==> src/rtl/quad_gate_pkg.sv <==
// Shared types and the expected-gate-function helper for the quad 2-input gate tester.
package quad_gate_pkg;

  typedef enum logic [2:0] {
    ST_IDLE,
    ST_DRIVE,
    ST_SETTLE,
    ST_CHECK,
    ST_DONE
  } state_t;

  localparam logic [1:0] OP_AND  = 2'd0;
  localparam logic [1:0] OP_OR   = 2'd1;
  localparam logic [1:0] OP_XOR  = 2'd2;
  localparam logic [1:0] OP_NAND = 2'd3;

  function automatic logic [3:0] gate_fn(input logic [1:0] op, input logic [3:0] a,
                                         input logic [3:0] b);
    logic [3:0] y;
    case (op)
      OP_AND:  y = a & b;
      OP_OR:   y = a | b;
      OP_XOR:  y = a ^ b;
      OP_NAND: y = ~(a & b);
      default: y = a & b;
    endcase
    return y;
  endfunction

endpackage

==> src/rtl/quad_gate_tester_sync2.sv <==
// Two-flop synchronizer for the asynchronous gate outputs coming back from the chip under test.
module sync2 #(
  parameter int WIDTH = 4
) (
  input  logic             clock,
  input  logic             reset,
  input  logic [WIDTH-1:0] d,
  output logic [WIDTH-1:0] q
);

  logic [WIDTH-1:0] meta_d, meta_q;
  logic [WIDTH-1:0] sync_d, sync_q;

  always_comb begin
    meta_d = d;
    sync_d = meta_q;
  end

  always_ff @(posedge clock) begin
    if (reset) begin
      meta_q <= '0;
      sync_q <= '0;
    end else begin
      meta_q <= meta_d;
      sync_q <= sync_d;
    end
  end

  assign q = sync_q;

endmodule

==> src/rtl/quad_gate_tester.sv <==
// Exhaustive 256-vector sequencer for a quad 2-input gate chip: drive, settle, check, report.
module quad_gate_tester
  import quad_gate_pkg::*;
#(
  parameter int SETTLE_CYCLES = 4,
  parameter int GATE_OP       = 0
) (
  input  logic       clock,
  input  logic       reset,
  input  logic       start,
  output logic       busy,
  output logic       done,
  output logic       pass,
  output logic [8:0] err_count,
  output logic [7:0] first_fail_vec,
  output logic [3:0] first_fail_gate,
  output logic [3:0] dut_a,
  output logic [3:0] dut_b,
  input  logic [3:0] dut_y
);

  if (SETTLE_CYCLES < 3 || SETTLE_CYCLES > 255) begin : g_bad_settle
    $error("quad_gate_tester: SETTLE_CYCLES must be within 3..255");
  end
  if (GATE_OP < 0 || GATE_OP > 3) begin : g_bad_op
    $error("quad_gate_tester: GATE_OP must be within 0..3");
  end

  localparam logic [7:0] SETTLE_LOAD = 8'(SETTLE_CYCLES - 1);
  localparam logic [1:0] OP_SEL      = 2'(GATE_OP);

  logic [3:0] sync_y;

  sync2 #(.WIDTH(4)) u_sync_y (
    .clock (clock),
    .reset (reset),
    .d     (dut_y),
    .q     (sync_y)
  );

  state_t     state_d, state_q;
  logic [7:0] vec_d, vec_q;
  logic [7:0] settle_d, settle_q;
  logic       fail_flag_d, fail_flag_q;
  logic       busy_d, busy_q;
  logic       done_d, done_q;
  logic       pass_d, pass_q;
  logic [8:0] err_count_d, err_count_q;
  logic [7:0] ffv_d, ffv_q;
  logic [3:0] ffg_d, ffg_q;
  logic [3:0] dut_a_d, dut_a_q;
  logic [3:0] dut_b_d, dut_b_q;
  logic [3:0] mism;

  // Compare against the inputs actually on the pins, not the vector counter.
  assign mism = sync_y ^ gate_fn(OP_SEL, dut_a_q, dut_b_q);

  always_comb begin
    state_d     = state_q;
    vec_d       = vec_q;
    settle_d    = settle_q;
    fail_flag_d = fail_flag_q;
    busy_d      = busy_q;
    done_d      = done_q;
    pass_d      = pass_q;
    err_count_d = err_count_q;
    ffv_d       = ffv_q;
    ffg_d       = ffg_q;
    dut_a_d     = dut_a_q;
    dut_b_d     = dut_b_q;
    case (state_q)
      ST_IDLE, ST_DONE: begin
        if (start) begin
          err_count_d = '0;
          ffv_d       = '0;
          ffg_d       = '0;
          fail_flag_d = 1'b0;
          vec_d       = '0;
          busy_d      = 1'b1;
          done_d      = 1'b0;
          pass_d      = 1'b0;
          state_d     = ST_DRIVE;
        end
      end
      ST_DRIVE: begin
        dut_a_d  = vec_q[3:0];
        dut_b_d  = vec_q[7:4];
        settle_d = SETTLE_LOAD;
        state_d  = ST_SETTLE;
      end
      ST_SETTLE: begin
        if (settle_q == 8'd0) begin
          state_d = ST_CHECK;
        end else begin
          settle_d = settle_q - 8'd1;
        end
      end
      ST_CHECK: begin
        if (mism != 4'd0) begin
          err_count_d = err_count_q + 9'd1;
          if (!fail_flag_q) begin
            ffv_d       = vec_q;
            ffg_d       = mism;
            fail_flag_d = 1'b1;
          end
        end
        if (vec_q == 8'hFF) begin
          busy_d  = 1'b0;
          done_d  = 1'b1;
          pass_d  = (err_count_q == 9'd0) && (mism == 4'd0);
          state_d = ST_DONE;
        end else begin
          vec_d   = vec_q + 8'd1;
          state_d = ST_DRIVE;
        end
      end
      default: state_d = ST_IDLE;
    endcase
  end

  always_ff @(posedge clock) begin
    if (reset) begin
      state_q     <= ST_IDLE;
      vec_q       <= '0;
      settle_q    <= '0;
      fail_flag_q <= 1'b0;
      busy_q      <= 1'b0;
      done_q      <= 1'b0;
      pass_q      <= 1'b0;
      err_count_q <= '0;
      ffv_q       <= '0;
      ffg_q       <= '0;
      dut_a_q     <= '0;
      dut_b_q     <= '0;
    end else begin
      state_q     <= state_d;
      vec_q       <= vec_d;
      settle_q    <= settle_d;
      fail_flag_q <= fail_flag_d;
      busy_q      <= busy_d;
      done_q      <= done_d;
      pass_q      <= pass_d;
      err_count_q <= err_count_d;
      ffv_q       <= ffv_d;
      ffg_q       <= ffg_d;
      dut_a_q     <= dut_a_d;
      dut_b_q     <= dut_b_d;
    end
  end

  assign busy            = busy_q;
  assign done            = done_q;
  assign pass            = pass_q;
  assign err_count       = err_count_q;
  assign first_fail_vec  = ffv_q;
  assign first_fail_gate = ffg_q;
  assign dut_a           = dut_a_q;
  assign dut_b           = dut_b_q;

endmodule

==> config.mk <==
export PLATFORM = sky130hd
export DESIGN_NAME = quad_gate_tester
export DESIGN_NICKNAME = d
export VERILOG_FILES = /design/src/rtl/quad_gate_pkg.sv /design/src/rtl/quad_gate_tester_sync2.sv /design/src/rtl/quad_gate_tester.sv
export SDC_FILE = /design/constraint.sdc
export NUM_CORES = 1
export LEC_CHECK = 0
export ABC_AREA = 1
export CAP_MARGIN = 30
export CORE_MARGIN = 8
export CORE_UTILIZATION = 55
export DETAILED_ROUTE_END_ITERATION = 8
export PLACE_DENSITY = 0.78
export SETUP_SLACK_MARGIN = 0.4
export SLEW_MARGIN = 20
export SYNTH_ARGS = -nofsm -noshare
export SYNTH_HDL_FRONTEND = slang
export SYNTH_SLANG_ARGS = --single-unit
==> constraint.sdc <==
create_clock -name clock -period 2.05 [get_ports clock]
set_input_delay 0.3075 -clock clock [delete_from_list [all_inputs] [get_ports clock]]
set_output_delay 0.3075 -clock clock [all_outputs]
set_load 0.02 [all_outputs]
==> flow_summary_export.csv, run 1 <==
group,metric,value,unit
timing,final.min_clock_period,1617,ps
layout,area_growth_syn_to_layout,26.56,%
placement,dpl.hpwl,5.050,mm
timing,final-setup-viol-count,0,
worst_setup_path,endpoint_kind,"flop",
flow_run,maxCapViolCount,0,
timing,slew_headroom,72.46,%
logic_synthesis,synth_edf_count,0,
die,ios,39,
worst_setup_path,crit_fanout,17,
layout,diodes,0,
power,leakage,0.001708,µW
timing,slew_viol_final,0,
clock_tree,holdBufCountCts,0,
layout,finish.instance_area,3696,µm²
worst_setup_path,critPathKind,"flop to flop",
clock_tree,root_buffer,"clkbuf_8",
drt,route.detailed.drc,0,
power,powerDensity,943.7,nW/µm²
logic_synthesis,avgSynthCellArea,6.855,µm²
clock_tree,htree_levels,3,
logic_synthesis,ys_async_sr_fraction,0,%
worst_setup_path,crit_chain,"nor2_1, nand2_1, nand2_4, buf_4, a21oi_1, a311oi_1",
timing,hold_viol,0,
die,core,5107,µm²
timing,finalCritPeriodShare,78.89,%
drt,ant_nets,0,
die,std_cell_rows,26,
timing,whs,403.6,ps
clock_tree,clk_latency,330,ps
logic_synthesis,ys_ff_latch,60,
placement,dpl-instance-area,3354,µm²
worst_setup_path,critPathArrivalTime,1850,ps
drt,wl_per_cell,13.58,µm
clock_tree,clockBufferDepth,2,
logic_synthesis,syn_area,2920,µm²
timing,worst_pin_slew,413.1,ps
global_route,grt_pass1_wl,12.07,mm
die,die_area,7897,µm²
timing,fin_worst_skew,5.241,ps
drt,num_vias,2966,
global_route,grt_max_degree,38,
clock_tree,cts_tree,"yes",
timing,rsz0062_at_grt,"yes",
global_route,grt-ovfl-total,0,
logic_synthesis,netlist_instances,426,
global_route,antenna_found_initial,0,
global_route,grt_pass1_vias,2686,
layout,drive_gt1_share,12.53,%
layout,fill_cells,430,
worst_setup_path,crit_required,2280,ps
drt,drtIter0Drc,186,
timing,final.setup.tns,0,ps
placement,io_buffers,38,
run_status,status,"finished clean",
drt,wl,7.453,mm
drt,vias_per_cell,5.403,
power,vdd_drop_max,0.6138,mV
layout,fin_nets,486,
layout,final_util,72.37,%
logic_synthesis,synth-warning-count,0,
placement,gp_congestion,0.9082,
clock_tree,numCtsBuffers,9,
die,fp.dieH,88.87,µm
timing,fmax,0.6183,GHz
logic_synthesis,synth_cell_types,26,
worst_setup_path,slowest_stage,"dfxtp_1",
hold_path,hold_class,"flop to flop",
die,start_util,57.18,%
global_route,track_usage,19.45,%
layout,register_area,1209,µm²
worst_setup_path,start_kind,"flop",
logic_synthesis,synth_fp_nets,437,
clock_tree,cts_sinks,60,
die,die_w,88.87,µm
logic_synthesis,synthFlopType,"dfxtp_1",
clock_tree,cts.clk_slew.worst_paths,60,ps
worst_setup_path,slowest_delay,360,ps
layout,multiInputGateArea,1484,µm²
logic_synthesis,ys_seq_area_share,41.13,%
drt,dr.pass1.iters,4,
## per-layer routing
layer  global-route usage [%]  wire [µm]
met5                        0          0
met1                    22.79       3144
met4                    7.527        125
met2                    33.42       3835
met3                    4.271        349
## worst max-delay path: cells and delay by family (launching register included)
family,cells,cell delay (ps)
AOI/OAI and AO/OA,2,280
DFF,1,360
and+or+nand+nor,3,610
buffers and inverters,1,260
## layout make-up
cell class                 count  share of cell area [%]
tap                           70                   2.370
clock inverter                 2                  0.2708
inverter                      66                   6.838
clock buffer                  13                   4.299
multi-input combinational    286                   40.15
sequential                    60                   32.70
timing repair buffer          52                   13.37
## layout by cell type, fill, tap and decap left out
cell type / Yosys / layout
a311oi_1: 1 / 1
clkbuf_1: 8 / 2
nor3_2: 1 / 1
nand4_1: 26 / 26
nand3_4: 1 / 3
o21ai_0: 15 / 15
o21bai_1: 1 / 1
xor2_1: 5 / 5
ha_4: 0 / 1
nand3_2: 3 / 2
nand3_1: 28 / 27
dlygate4sd2_1: 0 / 11
nand2_2: 5 / 4
dfxtp_4: 0 / 2
nand2_4: 0 / 5
a21oi_1: 49 / 49
a31oi_1: 1 / 1
inv_4: 0 / 2
nand2_1: 96 / 93
nor2_1: 41 / 38
inv_1: 61 / 59
nor2_2: 3 / 4
buf_4: 1 / 14
clkinv_2: 0 / 2
ha_2: 0 / 1
inv_2: 5 / 5
nor3_1: 4 / 4
nor2_4: 1 / 3
clkbuf_8: 0 / 11
clkdlybuf4s50_1: 0 / 18
ha_1: 4 / 2
dfxtp_1: 60 / 58
dlymetal6s2s_1: 0 / 9
## worst paths after layout
kind                                 endpoint                from  slack [ps]  cells past startpoint
worst max-delay path                 vec_q[6]          state_q[1]         430                      6
worst min-delay path            u_sync_y.q[0]  u_sync_y.meta_q[0]         400                      2
worst min register to register  u_sync_y.q[0]  u_sync_y.meta_q[0]         400                      2
worst max register to register       vec_q[6]          state_q[1]         430                      6
## report_power, final
group,internal (µW),switching [µW]
clock,495,435
sequential,1290,115
combinational,384,766
total,2170,1320
## stage by stage
step / worst slack [ps] / cells / power, µW
after floorplan: 566.8 / 426 / 2194
after global placement: 251.8 / 525 / 2464
after detailed placement: 191.1 / 525 / 2496
after CTS: 399.4 / 540 / 3409
after global routing: 313.4 / 549 / 3703
final: 432.7 / 549 / 3488
## cell families (layout without fill, tap and decap cells)
kind of cell	after synthesis	after routing	share of synthesized area [%]
and+or+nand+nor	209	210	32.73
buffers and inverters	81	133	11.18
AOI/OAI and AO/OA	67	67	11.74
DFF	60	60	41.13
xor gates and xnor gates	5	5	1.500
adders and majority gates	4	4	1.714
## synthesized netlist by cell type (4+ instances only)
master	n	area share, %
dfxtp_1	60	41
inv_2	5	0.64
nand3_1	28	4.8
ha_1	4	1.7
inv_1	61	7.8
xor2_1	5	1.5
nor3_1	4	0.69
nand2_1	96	12
nor2_1	41	5.3
a21oi_1	49	8.4
clkbuf_1	8	1.0
o21ai_0	15	2.6
nand4_1	26	5.6
nand2_2	5	1.1
## state kept, by name, summed over array words and instances, names as in the netlist
| signal | count |
|---|---|
| busy | 1 |
| done | 1 |
| dut_a | 4 |
| dut_b | 4 |
| err_count | 9 |
| fail_flag_q | 1 |
| first_fail_gate | 4 |
| first_fail_vec | 8 |
| pass | 1 |
| settle_q | 8 |
| state_q | 3 |
| u_sync_y.meta_q | 4 |
| u_sync_y.q | 4 |
| vec_q | 8 |
## repair_timing
item                                    in CTS  in global routing
gates resized for setup                     15                 33
setup buffers                                0                  8
cloned                                       0                  1
endpoints found under the setup margin      18                 47
pin swaps                                    1                  7
Note: power is estimated with default switching activity, not from simulation.
==> inputs of run 2 (changes only) <==
==> constraint.sdc (replaced) <==
create_clock -name clock -period 1.5 [get_ports clock]
set_input_delay 0.225 -clock clock [delete_from_list [all_inputs] [get_ports clock]]
set_output_delay 0.225 -clock clock [all_outputs]
set_load 0.02 [all_outputs]
==> run 2 against run 1 <==
  * The run now ends with negative setup slack left
  * Sequential power rose by 44%
  * Largest cell class unchanged
  * Critical path type unchanged
  * Critical endpoint is now state_q[2]
  * Combinational power rose by 150%
  * Sequential share of layout area fell by 4.9 points
  * Global-route usage rose by 5.6 points
  * Utilization rose by 18 points
==> flow_summary_export.csv, run 2 (synthesis gave the netlist of run 1 again) <==
group,metric,value,unit
drt,drtIter0Drc,497,
placement,io_buffers,38,
layout,area_growth_syn_to_layout,58.57,%
drt,dr.pass1.iters,6,
die,die_w,88.87,µm
worst_setup_path,ff2ff_setup_slack,-90,ps
layout,largest_reg_flops,9,
layout,fin_nets,536,
hold_path,hold_class,"primary input to flop",
layout,drive_gt1_share,47.92,%
timing,finalCritPeriodShare,106.0,%
clock_tree,clockBufferDepth,2,
timing,final.min_clock_period,1591,ps
worst_setup_path,crit_required,1740,ps
power,powerDensity,1356,nW/µm²
timing,worst_pin_slew,332.2,ps
die,std_cell_rows,26,
drt,vias_per_cell,6.188,
placement,dpl.hpwl,5.305,mm
worst_setup_path,crit_fanout,2,
layout,final_util,90.67,%
worst_setup_path,crit_chain,"ha_4, nand2_4, nor2_4, nand2_4, buf_6, inv_4, nand2_4, nor2_4, buf_6, nor3_2, nor2_1",
power,leakage,0.001980,µW
drt,wl_per_cell,20.17,µm
flow_run,maxCapViolCount,0,
clock_tree,numCtsBuffers,9,
clock_tree,clk_latency,350,ps
worst_setup_path,slowest_delay,360,ps
run_status,status,"finished, violations left",
timing,fmax,0.6287,GHz
die,core,5107,µm²
clock_tree,cts_sinks,60,
global_route,grt_pass1_wl,15.20,mm
die,die_area,7897,µm²
layout,fill_cells,216,
drt,num_vias,3713,
timing,slew_headroom,77.62,%
power,finalPower,6277,µW
worst_setup_path,endpoint_kind,"flop",
worst_setup_path,path_buf_inv,3,
worst_setup_path,start_kind,"flop",
clock_tree,htree_levels,3,
clock_tree,cts_tree,"yes",
die,start_util,57.18,%
layout,final_common_cell,"nand2_1",
layout,final_cell_mix,"nand2_1, buf_4, inv_1",
die,fp.dieH,88.87,µm
worst_setup_path,path_delay_family,"simple AND/OR/NAND/NOR gates",
layout,diodes,0,
drt,ant_nets,0,
timing,slew_viol_final,0,
timing,fin_worst_skew,12.62,ps
global_route,antenna_found_initial,0,
worst_setup_path,critPathArrivalTime,1830,ps
timing,final-setup-viol-count,6,
timing,setup_ws,-90.56,ps
global_route,grt_max_degree,26,
drt,wl,12.10,mm
placement,dpl.cell_count,542,
worst_setup_path,critPathKind,"flop to flop",
clock_tree,cts.clk_slew.worst_paths,60,ps
timing,hold_viol,0,
power,vdd_drop_max,1.273,mV
timing,rsz0062_at_grt,"yes",
run_status,failed_checks,"negative setup slack",
placement,gp_congestion,0.9008,
global_route,grt-ovfl-total,0,
clock_tree,root_buffer,"clkbuf_8",
drt,route.detailed.drc,0,
layout,layout.cells.non_filler,600,
global_route,grt_pass1_vias,3225,
worst_setup_path,crit_top_cell,"nand2_4",
worst_setup_path,slowest_stage,"dfxtp_2",
die,ios,39,
global_route,track_usage,25.04,%
[run 2: final cells by class]
type                       instances  area [µm²]  share of cell area [%]
multi-input combinational        289        1908                   41.21
inverter                          66       280.3                   6.052
tap                               70       87.58                   1.891
clock inverter                     2       10.01                  0.2162
timing repair buffer              99       883.3                   19.08
sequential                        60        1289                   27.83
clock buffer                      14       172.7                   3.729
[run 2: metal layers]
| layer | share of wire [%] | track usage [%] | vias to the layer above |
|---|---|---|---|
| met4 | 6.9 | 11.37 | 0 |
| met1 | 35 | 26.91 | 1691 |
| met5 | 0 | 0 | - |
| li1 | - | - | 1587 |
| met2 | 47 | 44.27 | 326 |
| met3 | 11 | 6.964 | 109 |
[run 2: metrics by stage]
step                hold WS, ps  instance area [µm²]  worst slack, ps  TNS, ps
global placement          391.5                 3667           -80.54    -1178
finish                    394.3                 4631           -90.56   -169.5
global route              400.0                 4631           -163.8   -919.6
detailed placement        399.0                 3667           -130.1    -1839
floorplan                 332.0                 3103            139.1        0
CTS                       385.6                 4195            97.92        0
[run 2: timing repair]
item	CTS	global route
gates resized for setup	213	108
cloned	5	0
setup endpoints to repair	83	77
hold buffers	0	0
buffers inserted	26	11
pin swaps	45	20
[run 2: final timing paths]
| check | endpoint | cells after the start | from |
|---|---|---|---|
| hold reg to reg | u_sync_y.q[3] | 2 | u_sync_y.meta_q[3] |
| setup / recovery | state_q[2] | 11 | vec_q[0] |
| setup reg to reg | state_q[2] | 11 | vec_q[0] |
| hold / removal | u_sync_y.meta_q[3] | 3 | dut_y[3] |
[run 2: tightest hold or removal path, stage by stage]
cell             delay [ps]
clkdlybuf4s50_1         400
inv_1                    50
nor2_1                   30
[run 2: where the power goes]
group | switching (µW) | internal, µW | leakage, µW
registers | 220 | 1810 | 0.000508
logic | 1690 | 1180 | 0.00138
clock network | 655 | 731 | 0.0000965
==> inputs of run 3 (changes only) <==
--- a/config.mk
+++ b/config.mk
@@ -10,6 +10,7 @@
 export CORE_MARGIN = 8
 export CORE_UTILIZATION = 55
 export DETAILED_ROUTE_END_ITERATION = 8
+export MAX_ROUTING_LAYER = met4
 export PLACE_DENSITY = 0.78
 export SETUP_SLACK_MARGIN = 0.4
 export SLEW_MARGIN = 20
==> run 3 against run 2 <==
  * The flow still finishes with violations (negative setup slack)
  * Worst setup slack worse by 71 ps
  * Largest cell class unchanged
  * Sequential power is essentially flat
  * Worst hold slack improved by 27 ps
  * Critical endpoint is now vec_q[7]
  * Critical path depth fell by 4
==> flow_summary_export.csv, run 3 (synthesis gave the netlist of run 1 again) <==
group,metric,value,unit
timing,slew_viol_final,0,
clock_tree,clockBufferDepth,2,
clock_tree,root_buffer,"clkbuf_8",
placement,place_ws,-130.1,ps
worst_setup_path,crit_fanout,4,
worst_setup_path,rr_startpoint,"vec_q[6]",
run_status,status,"finished, violations left",
die,std_cell_rows,26,
placement,dpl.hpwl,5.305,mm
timing,slew_headroom,70.88,%
layout,final_cell_mix,"buf_4, nand2_1, inv_1",
placement,io_buffers,38,
clock_tree,cts_sinks,60,
layout,area_growth_syn_to_layout,64.22,%
die,die_w,88.87,µm
die,die_area,7897,µm²
timing,final.min_clock_period,1662,ps
layout,diodes,0,
global_route,grt_max_degree,26,
global_route,antenna_found_initial,0,
timing,worst_pin_slew,432.2,ps
worst_setup_path,r2r.worst_path.cells,7,
clock_tree,numCtsBuffers,9,
global_route,grt_pass1_vias,3216,
clock_tree,cts_tree,"yes",
timing,hold_viol,0,
worst_setup_path,endpoint_kind,"flop",
worst_setup_path,crit_required,1730,ps
die,start_util,57.18,%
drt,vias_per_cell,6.604,
die,ios,39,
power,finalPower,6538,µW
die,fp.dieH,88.87,µm
hold_path,hold_end,"u_sync_y.meta_q[1]",
hold_path,hold_depth,3,
clock_tree,cts.clk_slew.worst_paths,70,ps
drt,num_vias,3989,
hold_path,hold_class,"primary input to flop",
layout,fin_nets,540,
worst_setup_path,slowest_delay,460,ps
drt,ant_nets,0,
timing,fmax,0.6018,GHz
layout,finish.instance_area,4796,µm²
drt,wl_per_cell,22.65,µm
worst_setup_path,critPathArrivalTime,1890,ps
run_status,failed_checks,"negative setup slack",
layout,final_util,93.90,%
power,powerDensity,1363,nW/µm²
worst_setup_path,critPathKind,"flop to flop",
timing,setup_ws,-161.8,ps
drt,drtIter0Drc,609,
drt,wl,13.68,mm
placement,gp_congestion,0.9162,
worst_setup_path,start_kind,"flop",
clock_tree,htree_levels,3,
hold_path,hold_path.startpoint,"dut_y[1]",
layout,drive_gt1_share,50.56,%
power,leakage,0.002053,µW
global_route,track_usage,25.73,%
global_route,grt_pass1_wl,15.17,mm
clock_tree,holdBufCountCts,0,
flow_run,maxCapViolCount,0,
power,vdd_drop_max,1.454,mV
timing,fin_worst_skew,8.459,ps
worst_setup_path,slowest_stage,"dfxtp_1",
drt,route.detailed.drc,0,
layout,final_common_cell,"buf_4",
global_route,grt-ovfl-total,0,
worst_setup_path,ff2ff_setup_slack,-160,ps
clock_tree,clk_latency,360,ps
placement,dpl-instance-area,3667,µm²
layout,largest_reg_flops,9,
drt,dr.pass1.iters,9,
worst_setup_path,crit_chain,"inv_1, nor3_1, nand3_1, nand3_1, nor2_2, nor2_1, nor2_1",
worst_setup_path,worstReg2RegEnd,"vec_q[7]",
die,core,5107,µm²
timing,final-setup-viol-count,27,
timing,finalCritPeriodShare,110.8,%
timing,rsz0062_at_grt,"yes",
-- run 3: cell count changes in the layout (fill, tap and decap cells not counted), sizes merged --
| cell | delta |
|---|---|
| clkbuf | +2 |
| buf | +2 |
-- run 3: layout make-up --
class / count / area [µm²]
clock buffer: 14 / 172.7
clock inverter: 2 / 10.01
fill: 159 / 311.5
inverter: 66 / 282.8
multi-input combinational: 289 / 1977
sequential: 60 / 1291
tap: 70 / 87.58
timing repair buffer: 103 / 974.7
-- run 3: worst max-delay path by stage --
stage | from | endpoint | slack [ps] | depth (start not counted)
after floorplan | vec_q[0] | vec_q[7] | 140 | 10
after global placement | start | first_fail_vec[1] | -80 | 6
after detailed placement | start | first_fail_vec[5] | -130 | 6
after CTS | vec_q[0] | vec_q[7] | 100 | 10
after global routing | err_count[0] | err_count[8] | -280 | 8
final | vec_q[6] | vec_q[7] | -160 | 7
-- run 3: worst max-delay path, delay by kind of cell (launching register included) --
kind | cells | cell delay [ps]
and+or+nand+nor | 6 | 890
buffers and inverters | 1 | 190
DFF | 1 | 460
-- run 3: metrics by stage --
| step | TNS [ps] | hold slack [ps] | instances |
|---|---|---|---|
| final | -1793 | 421.6 | 604 |
| after global routing | -3402 | 415.8 | 604 |
| after CTS | 0 | 385.6 | 589 |
| after detailed placement | -1839 | 399.0 | 542 |
| after global placement | -1178 | 391.5 | 542 |
| after floorplan | 0 | 332.0 | 426 |
-- run 3: timing repair --
item	4_1_cts	5_1_grt
pin swaps	45	29
setup endpoints to repair	83	78
gates cloned	5	3
endpoints found under the hold margin	0	0
setup buffers	26	12
resized for setup	213	135
-- run 3: routing by layer --
metal / global-route usage [%] / vias to the layer above / part of all wire [%]
li1: - / 1601 / -
met5: - / - / 0
met1: 27.18 / 1804 / 34
met4: 10.45 / 0 / 8.7
met2: 44.20 / 411 / 46
met3: 7.057 / 173 / 12
-- run 3: power by group --
part	internal [µW]	total [µW]	switching, µW
Sequential	1810	2050	246
Combinational	1280	3100	1820
Clock	731	1390	656
Total	3810	6540	2720
